===== config.mk =====
export PLATFORM = sky130hd
export DESIGN_NAME = ssd1331_spi_tx_arbiter
export DESIGN_NICKNAME = d
export VERILOG_FILES = /design/src/rtl/ssd1331_pkg.sv /design/src/rtl/ssd1331_rr_arb2.sv /design/src/rtl/ssd1331_spi_tx_arbiter.sv
export SDC_FILE = /design/constraint.sdc
export NUM_CORES = 1
export LEC_CHECK = 0
export ABC_AREA = 1
export BUFFER_PORTS_ARGS = -buffer_cell sky130_fd_sc_hd__buf_2
export CAP_MARGIN = 20
export CORE_UTILIZATION = 40
export DETAILED_ROUTE_END_ITERATION = 10
export PLACE_DENSITY = 0.82
export SYNTH_ARGS = -nofsm -noshare
export SYNTH_HDL_FRONTEND = slang
export SYNTH_SLANG_ARGS = --single-unit

===== constraint.sdc =====
create_clock -name i_SCK -period 2.05 [get_ports i_SCK]
set_clock_uncertainty 0.1 [all_clocks]
set_input_delay 0.205 -clock i_SCK [delete_from_list [all_inputs] [get_ports i_SCK]]
set_output_delay 0.205 -clock i_SCK [all_outputs]
set_load 0.01 [all_outputs]

===== src/rtl/ssd1331_pkg.sv =====
`default_nettype none
// +------------------------------------------------------------------+
// | ssd1331_pkg                                                      |
// | Shared state encoding, default sizes and port indices for the    |
// | SSD1331 SPI transmit arbiter.                                    |
// | Revision: 1.0                                                    |
// +------------------------------------------------------------------+
package ssd1331_pkg;

  localparam int DEF_WIDTH = 8;
  localparam int DEF_N     = 8;
  localparam int NTX_W     = 5;

  localparam logic PORT_INIT = 1'b0;
  localparam logic PORT_DRAW = 1'b1;

  typedef enum logic [2:0] {
    ST_IDLE  = 3'd0,
    ST_LOAD  = 3'd1,
    ST_START = 3'd2,
    ST_BUSY  = 3'd3,
    ST_GAP   = 3'd4
  } state_t;

endpackage
`default_nettype wire


===== src/rtl/ssd1331_rr_arb2.sv =====
`default_nettype none
// +------------------------------------------------------------------+
// | ssd1331_rr_arb2                                                  |
// | Two-input round-robin / fixed-priority arbiter; the priority     |
// | pointer moves only when the top accepts a finished grant.        |
// | Revision: 1.0                                                    |
// +------------------------------------------------------------------+
module ssd1331_rr_arb2
  import ssd1331_pkg::*;
#(
  parameter int ROUND_ROBIN = 1
) (
  input  logic       clk,
  input  logic       rst_n,
  input  logic [1:0] i_req,
  input  logic       i_accept,
  input  logic       i_accept_port,
  output logic [1:0] o_gnt
);

  // Last granted port; reset value leaves port 0 with priority.
  logic r_last;

  always_ff @(posedge clk or negedge rst_n) begin
    if (!rst_n) begin
      r_last <= PORT_DRAW;
    end else if (i_accept) begin
      r_last <= i_accept_port;
    end
  end

  always_comb begin
    o_gnt = 2'b00;
    case (i_req)
      2'b01:   o_gnt = 2'b01;
      2'b10:   o_gnt = 2'b10;
      2'b11:   o_gnt = ((ROUND_ROBIN != 0) && (r_last == PORT_INIT)) ? 2'b10 : 2'b01;
      default: o_gnt = 2'b00;
    endcase
  end

endmodule
`default_nettype wire


===== src/rtl/ssd1331_spi_tx_arbiter.sv =====
`default_nettype none
// +------------------------------------------------------------------+
// | ssd1331_spi_tx_arbiter                                           |
// | Shares one SPI transmit buffer between the init sequencer and    |
// | the draw engine: latch, start, wait, gap, then done/error.       |
// | Revision: 1.0                                                    |
// +------------------------------------------------------------------+
module ssd1331_spi_tx_arbiter
  import ssd1331_pkg::*;
#(
  parameter int WIDTH       = DEF_WIDTH,
  parameter int N           = DEF_N,
  parameter int GAP_CYCLES  = 4,
  parameter int TIMEOUT     = 1024,
  parameter int ROUND_ROBIN = 1
) (
  input  logic               i_SCK,
  input  logic               i_RST,
  input  logic [1:0]         i_REQ,
  input  logic [WIDTH*N-1:0] i_DATA0,
  input  logic [WIDTH*N-1:0] i_DATA1,
  input  logic [N-1:0]       i_DC0,
  input  logic [N-1:0]       i_DC1,
  input  logic [NTX_W-1:0]   i_NTX0,
  input  logic [NTX_W-1:0]   i_NTX1,
  output logic [1:0]         o_GNT,
  output logic [1:0]         o_DONE,
  output logic [1:0]         o_ERR,
  output logic [WIDTH*N-1:0] o_DATA,
  output logic [N-1:0]       o_DC,
  output logic [NTX_W-1:0]   o_N_transmit,
  output logic               o_START,
  input  logic               i_MOSI_FINAL_TX,
  output logic               o_BUSY
);

  localparam int TO_W  = $clog2(TIMEOUT + 1);
  localparam int GAP_W = $clog2(GAP_CYCLES + 1);

  localparam logic [NTX_W-1:0] c_N_MAX    = NTX_W'(N);
  localparam logic [TO_W-1:0]  c_TO_LAST  = TO_W'(TIMEOUT - 1);
  localparam logic [GAP_W-1:0] c_GAP_LAST = GAP_W'(GAP_CYCLES - 1);

  state_t             r_state;
  state_t             w_state_nxt;
  logic [1:0]         r_gnt;
  logic [1:0]         r_done;
  logic [1:0]         r_err;
  logic [WIDTH*N-1:0] r_data;
  logic [N-1:0]       r_dc;
  logic [NTX_W-1:0]   r_ntx;
  logic               r_start;
  logic               r_busy;
  logic [TO_W-1:0]    r_to_cnt;
  logic [GAP_W-1:0]   r_gap_cnt;

  logic [1:0] w_arb_gnt;
  logic       w_latch;
  logic       w_finish;
  logic       w_fault;
  logic       w_accept;
  logic       w_count_bad;

  ssd1331_rr_arb2 #(
    .ROUND_ROBIN (ROUND_ROBIN)
  ) u_arb (
    .clk           (i_SCK),
    .rst_n         (i_RST),
    .i_req         (i_REQ),
    .i_accept      (w_accept),
    .i_accept_port (r_gnt[1]),
    .o_gnt         (w_arb_gnt)
  );

  assign w_count_bad = (r_ntx == '0) || (r_ntx > c_N_MAX);

  always_ff @(posedge i_SCK or negedge i_RST) begin
    if (!i_RST) begin
      r_state <= ST_IDLE;
    end else begin
      r_state <= w_state_nxt;
    end
  end

  always_comb begin
    w_state_nxt = r_state;
    w_latch     = 1'b0;
    w_finish    = 1'b0;
    w_fault     = 1'b0;
    w_accept    = 1'b0;
    case (r_state)
      ST_IDLE: begin
        if (|i_REQ) begin
          w_latch     = 1'b1;
          w_state_nxt = ST_LOAD;
        end
      end
      ST_LOAD: begin
        if (w_count_bad) begin
          w_finish    = 1'b1;
          w_fault     = 1'b1;
          w_state_nxt = ST_GAP;
        end else begin
          w_state_nxt = ST_START;
        end
      end
      ST_START: w_state_nxt = ST_BUSY;
      ST_BUSY: begin
        // Completion takes precedence over a coincident timeout.
        if (i_MOSI_FINAL_TX) begin
          w_finish    = 1'b1;
          w_state_nxt = ST_GAP;
        end else if (r_to_cnt == c_TO_LAST) begin
          w_finish    = 1'b1;
          w_fault     = 1'b1;
          w_state_nxt = ST_GAP;
        end
      end
      ST_GAP: begin
        if (r_gap_cnt == c_GAP_LAST) begin
          w_accept    = 1'b1;
          w_state_nxt = ST_IDLE;
        end
      end
      default: w_state_nxt = ST_IDLE;
    endcase
  end

  always_ff @(posedge i_SCK or negedge i_RST) begin
    if (!i_RST) begin
      r_gnt     <= '0;
      r_done    <= '0;
      r_err     <= '0;
      r_data    <= '0;
      r_dc      <= '0;
      r_ntx     <= '0;
      r_start   <= 1'b0;
      r_busy    <= 1'b0;
      r_to_cnt  <= '0;
      r_gap_cnt <= '0;
    end else begin
      r_start   <= (w_state_nxt == ST_START);
      r_busy    <= (w_state_nxt != ST_IDLE);
      r_done    <= w_finish ? r_gnt : 2'b00;
      r_err     <= w_fault  ? r_gnt : 2'b00;
      r_to_cnt  <= (r_state == ST_BUSY) ? r_to_cnt + 1'b1 : '0;
      r_gap_cnt <= (r_state == ST_GAP)  ? r_gap_cnt + 1'b1 : '0;
      if (w_latch) begin
        r_gnt  <= w_arb_gnt;
        r_data <= w_arb_gnt[1] ? i_DATA1 : i_DATA0;
        r_dc   <= w_arb_gnt[1] ? i_DC1   : i_DC0;
        r_ntx  <= w_arb_gnt[1] ? i_NTX1  : i_NTX0;
      end else if (w_accept) begin
        r_gnt <= '0;
      end
    end
  end

  assign o_GNT        = r_gnt;
  assign o_DONE       = r_done;
  assign o_ERR        = r_err;
  assign o_DATA       = r_data;
  assign o_DC         = r_dc;
  assign o_N_transmit = r_ntx;
  assign o_START      = r_start;
  assign o_BUSY       = r_busy;

endmodule
`default_nettype wire


# Word level (Yosys, flattened, before mapping)
# Cells that the tools add are included.
# op_classes
add_sub_neg,2
n_lt_le_gt_ge,1
n_eq_ne,10
n_mux,27
reduce_logical,6
# ops
operator,n
$mux W64,1
$mux W3,6
$pmux W3 S5,1
$eq A3 B2 Y1 const B,4
$add A11 B1 Y11 const B,1
$eq A11 B10 Y1 const B,1
$mux W11,1
$mux W2,5
$mux W1,8
$mux W8,1
$pmux W2 S3,1
$gt A5 B4 Y1 const B,1
$logic_not A5 Y1,1
$mux W5,1
$eq A2 B2 Y1 const B,2
$pmux W1 S2,2
$add A3 B1 Y3 const B,1
$eq A3 B1 Y1 const B,1
$eq A3 B3 Y1 const B,1
$logic_not A3 Y1,1
$reduce_bool A3 Y1,1
$eq A2 B1 Y1 const B,1
$reduce_bool A2 Y1,1
$reduce_or A2 Y1,1
$logic_or A1 B1 Y1,1
# totals
reg_bits,103
inputBits,159
output_inout_bits,85
wordCells,58

# Logic depth before layout (Yosys ltp)
# Gate-level depths: netlist (run 1).
# logic_depth
depth_word,5
ltp_mapped,9
mapped_depth_nobuf,9

# Modules after synthesis
# Synthesis (run 1) repeated with hierarchy kept, for this count alone.
# hier_totals
cells_unflattened,565
area_unflattened_um2,5089.9
# modules_own_cells
mod,instances,cells_per_inst,area_per_inst_um2,seq_area_each_um2
ssd1331_spi_tx_arbiter,1,555,5028.6,2552.4
ssd1331_rr_arb2,1,10,61.3,26.3

# Worst setup path after synthesis (run 1)
# No wires, ideal clock.
# synth_path
kind,register to register
startpoint,register r_to_cnt[0]
endpoint,"register r_busy, in the netlist o_BUSY"
setup_time_ns,0.131
arrival_ns,1.224
required_ns,1.819
setup_slack_ns,0.595
path_stages_with_launch,9
n_path_buf,0
period_less_slack_ns,1.455
cell_sequence,dfrtp_1 ha_1 nand2_1 nor2_2 nand3_1 nand2_1 nand2_1 a21oi_1 nand3_1
# synth_via
elab_chain_len,5
# synth_rtl
element,line_no,rtl
start: declaration,ssd1331_spi_tx_arbiter.sv:54,logic [TO_W-1:0] r_to_cnt;
start signal: assignment,ssd1331_spi_tx_arbiter.sv:146,r_to_cnt <= (r_state == ST_BUSY) ? r_to_cnt + 1'b1 : '0;
$eq A11 B10 Y1,ssd1331_spi_tx_arbiter.sv:113,end else if (r_to_cnt == c_TO_LAST) begin
$mux W3,ssd1331_spi_tx_arbiter.sv:113,
$mux W3,ssd1331_spi_tx_arbiter.sv:110,if (i_MOSI_FINAL_TX) begin
$pmux W3 S5,ssd1331_spi_tx_arbiter.sv:91,case (r_state)
$reduce_bool A3 Y1,ssd1331_spi_tx_arbiter.sv:143,r_busy <= (w_state_nxt != ST_IDLE);
end signal: assignment,ssd1331_spi_tx_arbiter.sv:143,
end: declaration,ssd1331_spi_tx_arbiter.sv:53,logic r_busy;
# No other way between the ends.
# A chain may end at the register's enable or synchronous reset.

# Final worst setup path (run 1)
# layout_path
startpoint,register r_state[1]
endpoint,"register r_data[30], in the netlist o_DATA[30]"
# layout_via
elab_chain_len,2
# layout_rtl
element,line_no,rtl
start: declaration,ssd1331_spi_tx_arbiter.sv:44,state_t r_state;
start signal: assignment,ssd1331_spi_tx_arbiter.sv:81,r_state <= w_state_nxt;
$logic_not A3 Y1,ssd1331_spi_tx_arbiter.sv:91,
$mux W1,ssd1331_spi_tx_arbiter.sv:91,
end signal: assignment,ssd1331_spi_tx_arbiter.sv:150,r_data <= w_arb_gnt[1] ? i_DATA1 : i_DATA0;
end: declaration,ssd1331_spi_tx_arbiter.sv:49,logic [WIDTH*N-1:0] r_data;
# No other way between the ends.

==> impl_metrics.env, run 1 <==
export IMPL_antenna_left=0
export IMPL_cp_slowest_stage_delay_ns=0.42
export IMPL_numCtsBuffers=9
export IMPL_fin_crit_sh=0.824
export IMPL_wl_per_cell_um=15.6
export IMPL_final_common_cell="buf_2"
export IMPL_totalWireLength_um=15000
export IMPL_htreeDepth=3
export IMPL_numPortBuffers=243
export IMPL_area_growth_pct=35.3
export IMPL_post_cts_setup_buffer_count=0
export IMPL_path_max_fanout=102
export IMPL_final_setup_viol_count=0
export IMPL_fin_cells=962
export IMPL_crit_path_end_kind="flop"
export IMPL_fmax_mhz=592
export IMPL_cts_root_buf="clkbuf_16"
export IMPL_yosysWarnings=0
export IMPL_ys_flop_type="dfrtp_1"
export IMPL_antenna_found_initial=2
export IMPL_layout_nets=970
export IMPL_drc=0
export IMPL_first_iter_violations=389
export IMPL_leakage_nw=3.49
export IMPL_netlist_area_um2=4910
export IMPL_rsz0062_at_grt="no"
export IMPL_path_clk_slew_ns=0.07
export IMPL_slew_viol_final=0
export IMPL_ys_types=25
export IMPL_chipWidth_um=113
export IMPL_hold_path_class="input pin to flop"
export IMPL_rows=40
export IMPL_cp_start_kind="flop"
export IMPL_postSynthAreaPerCell_um2=8.51
export IMPL_tns_ns=0
export IMPL_drv_cap=0
export IMPL_cts_max_path_buffers=2
export IMPL_synth_cells=577
export IMPL_dieArea_um2=12700
export IMPL_grt_max_degree=104
export IMPL_fp_coreArea_um2=12000
export IMPL_cp_data_required_time_ns=2.23
export IMPL_finalHoldViolCount=0
export IMPL_synth_edf_count=0
export IMPL_grt_usage=0.238
export IMPL_grt_pass1_vias=4803
export IMPL_dp_hpwl_um=9950
export IMPL_final_cell_mix="buf_2, nand3_1, nand2_1, dfrtp_1, nand4_1"
export IMPL_place_inst=927
export IMPL_cts_tree="done"
export IMPL_grt_overflow_total=0
export IMPL_ys_ff_latch=103
export IMPL_min_period_ns=1.69
export IMPL_status="finished, final reports clean"
export IMPL_viasPerCell=5.39
export IMPL_start_util=0.409
export IMPL_slew_limit_headroom=0.507
export IMPL_worst_skew_pair_late_latency_ns=0.34
export IMPL_worstPathCellList="nor2_2 -> nand2_1 -> nor2_4 -> buf_12 -> nand4_1 -> nand3_1"
export IMPL_path_buf_inv=1
export IMPL_arrival_ns=1.87
export IMPL_critPathTopFamily="simple AND/OR/NAND/NOR gates"
export IMPL_place_congestion=0.816
export IMPL_yosysSeqAreaShare=0.525
export IMPL_clock_sinks=103
export IMPL_drt_pass1_iterations=5
export IMPL_worstSetupPathType="flop to flop"
export IMPL_vdd_ir_drop_max_v=0.000633
export IMPL_ios=244
export IMPL_grt_pass1_wl_um=24000
export IMPL_fp_dieH_um=113
export IMPL_via_count=5182
export IMPL_syn_nets=739
export IMPL_tightest_slew_ns=0.740
export IMPL_critPathSlowestCell="dfrtp_1"
export IMPL_synthArstFlopShare=1.00
export IMPL_powerDensity_nw_per_um2=1330
export IMPL_drive_above_1_share=0.341
-- kinds of logic (layout without fill, tap and decap cells) --
kind of cell	count (synthesis)	count (layout)	synth area share
and+or+nand+nor	379	379	0.375
DFF	103	103	0.525
buffers and inverters	75	311	0.0714
AOI/OAI and AO/OA	14	14	0.0150
adders and majority gates	3	3	0.00765
xor gates and xnor gates	3	3	0.00535
other	0	2	0
-- routing by layer --
metal / share of wire / track usage
met5: 0.00053 / 0
met4: 0.023 / 0.0996
met3: 0.083 / 0.0530
met2: 0.48 / 0.381
met1: 0.41 / 0.314
-- worst paths after layout --
kind	cells after the start	slack [ns]	from	endpoint
worst max-delay path	6	0.36	r_state[1]$_DFF_PN0_	o_DATA[30]$_DFFE_PN0P_
worst min-delay path	3	0.01	i_DC0[1]	o_DC[1]$_DFFE_PN0P_
worst max register to register	6	0.36	r_state[1]$_DFF_PN0_	o_DATA[30]$_DFFE_PN0P_
worst min register to register	1	0.34	r_gap_cnt[0]$_DFF_PN0_	r_gap_cnt[0]$_DFF_PN0_
max in group asynchronous	3	1.06	i_RST	o_DATA[52]$_DFFE_PN0P_
min in group asynchronous	3	0.38	i_RST	o_DONE[0]$_DFF_PN0_
-- flip-flops by register name (all words and copies together), names as in the netlist --
| signal | cells |
|---|---|
| o_DONE | 2 |
| r_state | 3 |
| r_gap_cnt | 3 |
| r_to_cnt | 11 |
| o_GNT | 2 |
| o_BUSY | 1 |
| o_START | 1 |
| u_arb.r_last | 1 |
| o_N_transmit | 5 |
| o_DC | 8 |
| o_ERR | 2 |
| o_DATA | 64 |
-- report_power, final --
| part | leakage [nW] | internal (W) | switching, W |
|---|---|---|---|
| Sequential | 1.30 | 0.00287 | 0.000480 |
| Clock | 0.146 | 0.000976 | 0.000739 |
| Combinational | 2.04 | 0.00146 | 0.00228 |
| Total | 3.49 | 0.00531 | 0.00350 |
-- cell type report --
type	instances	area (um^2)
fill	1129	5370
sequential	103	2580
multi-input combinational	399	1990
timing repair buffer	271	1510
clock buffer	12	246
tap	147	184
inverter	24	90.1
clock inverter	4	45.0
antenna	2	5.00
-- Yosys cell counts (2+ instances only) --
cell type / instances / share of area
buf_4: 8 / 0.012
nor2_2: 3 / 0.0038
nor2_1: 25 / 0.019
buf_2: 19 / 0.019
ha_1: 3 / 0.0076
nand2_1: 106 / 0.081
nand4_1: 76 / 0.097
nor3_1: 4 / 0.0041
inv_1: 23 / 0.018
buf_6: 2 / 0.0046
nand3_1: 161 / 0.16
buf_1: 2 / 0.0015
o21ai_0: 4 / 0.0041
a21oi_1: 9 / 0.0092
clkbuf_1: 20 / 0.015
dfrtp_1: 102 / 0.52
xor2_1: 2 / 0.0036
-- stage by stage --
step           utilization  area [um^2]  setup WS (ns)  hold slack, ns  total power [W]
3_5_place_dp         0.514         6180          0.395           0.222          0.00709
3_3_place_gp         0.514         6180          0.448           0.226          0.00700
2_1_floorplan            -         4910          0.595          -0.191          0.00569
6_report             0.553         6640          0.361         0.00988          0.00881
4_1_cts              0.553         6640          0.389        0.000117          0.00885
5_1_grt              0.553         6640          0.208         0.00428          0.00947
-- worst register-to-register path: cells and delay by family, from the launching register on --
| kind | cells | cell delay, ns |
|---|---|---|
| AND/OR/NAND/NOR | 5 | 0.79 |
| buffers and inverters | 1 | 0.32 |
| flip-flops | 1 | 0.42 |
-- timing repair --
| item | 4_1_cts | 5_1_grt |
|---|---|---|
| hold buffers | 17 | 0 |
| gates resized for setup | 0 | 0 |
| endpoints found under the hold margin | 118 | 0 |
Note: power is estimated with default switching activity, not from simulation.
==> inputs of run 2 (changes only) <==
PLACE_DENSITY = 0.85   (was 0.82)
clock period = 1.4 ns   (was 2.05 ns; I/O delays follow)
==> run 2 against run 1 <==
The run now ends with setup timing left. Design area is 37% higher. Fmax up 3.7%. Combinational power is 140% higher. Count of clock-buffer cells in the layout did not move. Via count grew 27%. Final cell count grew 20%. Register-to-register slack worse by 0.59 ns. Power is 84% higher. Core utilization grew 20 points. Flip-flop and latch count is the same. Global-route usage grew 8.7 points. Wire length up 49%. Critical path type unchanged. Critical endpoint is now o_DATA[17]$_DFFE_PN0P_. Largest cell class is now non-clock buffers. Highest routed layer is now met4.
==> impl_metrics.env, run 2 (synthesis results as in run 1) <==
export IMPL_status="complete, but fails checks"
export IMPL_viasPerCell=5.70
export IMPL_tightest_slew_ns=0.326
export IMPL_crit_path_end_kind="flop"
export IMPL_dp_hpwl_um=10800
export IMPL_slew_viol_final=0
export IMPL_chipWidth_um=113
export IMPL_worstPathCellList="nor2_2 -> nand2_2 -> nor2_4 -> buf_12 -> buf_12 -> buf_12 -> nand3_1 -> nand3_1"
export IMPL_design_area_um2=9100
export IMPL_path_max_fanout=11
export IMPL_vdd_ir_drop_max_v=0.00116
export IMPL_grt_pass1_wl_um=32300
export IMPL_ios=244
export IMPL_min_period_ns=1.63
export IMPL_via_count=6590
export IMPL_htreeDepth=3
export IMPL_rsz0062_at_grt="yes"
export IMPL_worst_skew_pair_late_latency_ns=0.34
export IMPL_largest_register_ffs=64
export IMPL_cp_data_required_time_ns=1.57
export IMPL_antenna_found_initial=2
export IMPL_layout_nets=1165
export IMPL_hold_path_class="input pin to flop"
export IMPL_powerDensity_nw_per_um2=1780
export IMPL_fp_dieH_um=113
export IMPL_fp_coreArea_um2=12000
export IMPL_fillers=733
export IMPL_finalHoldViolCount=0
export IMPL_placed_area_um2=6650
export IMPL_arrival_ns=1.80
export IMPL_final_common_cell="buf_2"
export IMPL_drv_cap=0
export IMPL_final_cell_mix="buf_2, dlygate4sd3_1, nand3_1, dfrtp_1, nand2_1"
export IMPL_cts_root_buf="clkbuf_16"
export IMPL_cp_start_kind="flop"
export IMPL_cts_tree="done"
export IMPL_final_setup_viol_count=86
export IMPL_multi_input_area_um2=2240
export IMPL_start_util=0.409
export IMPL_dieArea_um2=12700
export IMPL_post_place_ws_ns=-0.121
export IMPL_drc=0
export IMPL_grt_usage=0.325
export IMPL_slew_limit_headroom=0.783
export IMPL_numCtsBuffers=9
export IMPL_path_clk_slew_ns=0.07
export IMPL_grt_pass1_vias=6499
export IMPL_rows=40
export IMPL_place_congestion=0.820
export IMPL_fin_crit_sh=1.16
export IMPL_drive_above_1_share=0.392
export IMPL_first_iter_violations=650
export IMPL_fmax_mhz=614
export IMPL_power_total_w=0.0162
export IMPL_wl_per_cell_um=19.4
export IMPL_cp_slowest_stage_delay_ns=0.39
export IMPL_antenna_left=0
export IMPL_grt_max_degree=67
export IMPL_violations="setup timing"
export IMPL_fin_util=0.758
export IMPL_path_common_cell="buf_12"
export IMPL_worstSetupPathType="flop to flop"
export IMPL_cts_max_path_buffers=2
export IMPL_clock_sinks=103
export IMPL_numPortBuffers=243
export IMPL_grt_overflow_total=0
export IMPL_drt_pass1_iterations=7
export IMPL_final_seq_area_um2=2580
export IMPL_leakage_nw=4.56
export IMPL_totalWireLength_um=22400
export IMPL_layout_setup_ws_ns=-0.229
export IMPL_area_growth_pct=85.3
export IMPL_critPathSlowestCell="dfrtp_1"
==> run 2: changes by cell type in the layout (fill, tap and decap cells not counted), sizes merged <==
cell         change
bufinv           -1
dlygate4sd3    +135
clkinv           -3
clkbuf           +7
buf             +53
clkinvlp         +4
==> run 2: worst paths after layout <==
kind / start / to / slack (ns) / depth (start not counted)
worst max-delay path: r_state[1]$_DFF_PN0_ / o_DATA[17]$_DFFE_PN0P_ / -0.23 / 8
worst min-delay path: i_DATA1[51] / o_DATA[51]$_DFFE_PN0P_ / 0.04 / 3
worst max register to register: r_state[1]$_DFF_PN0_ / o_DATA[17]$_DFFE_PN0P_ / -0.23 / 8
worst min register to register: r_gap_cnt[0]$_DFF_PN0_ / r_gap_cnt[0]$_DFF_PN0_ / 0.39 / 1
max in group asynchronous: i_RST / o_DATA[57]$_DFFE_PN0P_ / 0.68 / 3
min in group asynchronous: i_RST / o_BUSY$_DFF_PN0_ / 0.23 / 3
==> run 2: layer usage <==
| layer | share of wire | GRT usage | up-vias |
|---|---|---|---|
| met4 | 0.058 | 0.216 | 0 |
| met3 | 0.096 | 0.0798 | 133 |
| met2 | 0.48 | 0.538 | 533 |
| met1 | 0.37 | 0.376 | 3052 |
| li1 | - | - | 2872 |
| met5 | 0 | 0 | - |
==> run 2: through the flow <==
stage / std cells / setup TNS (ns) / hold WS (ns)
after global placement: 968 / -1.72 / 0.0565
after CTS: 1141 / -3.70 / 0.0181
after global routing: 1157 / -19.32 / 0.0252
after detailed placement: 968 / -5.03 / 0.0542
after floorplan: 577 / -0.0214 / -0.256
final: 1157 / -11.37 / 0.0359
==> run 2: timing repair <==
action / 4_1_cts / 5_1_grt
pin swaps: 6 / 21
hold buffers: 152 / 0
cloned: 2 / 9
setup endpoints to repair: 82 / 92
buffers inserted: 3 / 5
hold endpoints to repair: 180 / 0
resized for setup: 13 / 64
==> run 2: critical path: cells and delay by family, from the launching register on <==
kind / cells / cell delay, ns
and+or+nand+nor: 5 / 0.64
DFF: 1 / 0.39
buffers and inverters: 3 / 0.42
==> run 2: cell type report <==
type / count / share of cell area
Sequential cell: 103 / 0.283
Clock buffer: 12 / 0.0282
Tap cell: 147 / 0.0202
Inverter: 24 / 0.0102
Multi-Input combinational cell: 399 / 0.246
Clock inverter: 4 / 0.00330
Antenna cell: 2 / 0.000550
Timing Repair Buffer: 466 / 0.408
==> run 2: report_power, final <==
group	internal, W	switching, W
logic	0.00417	0.00464
registers	0.00421	0.000773
clock network	0.00131	0.00111
total	0.00968	0.00653
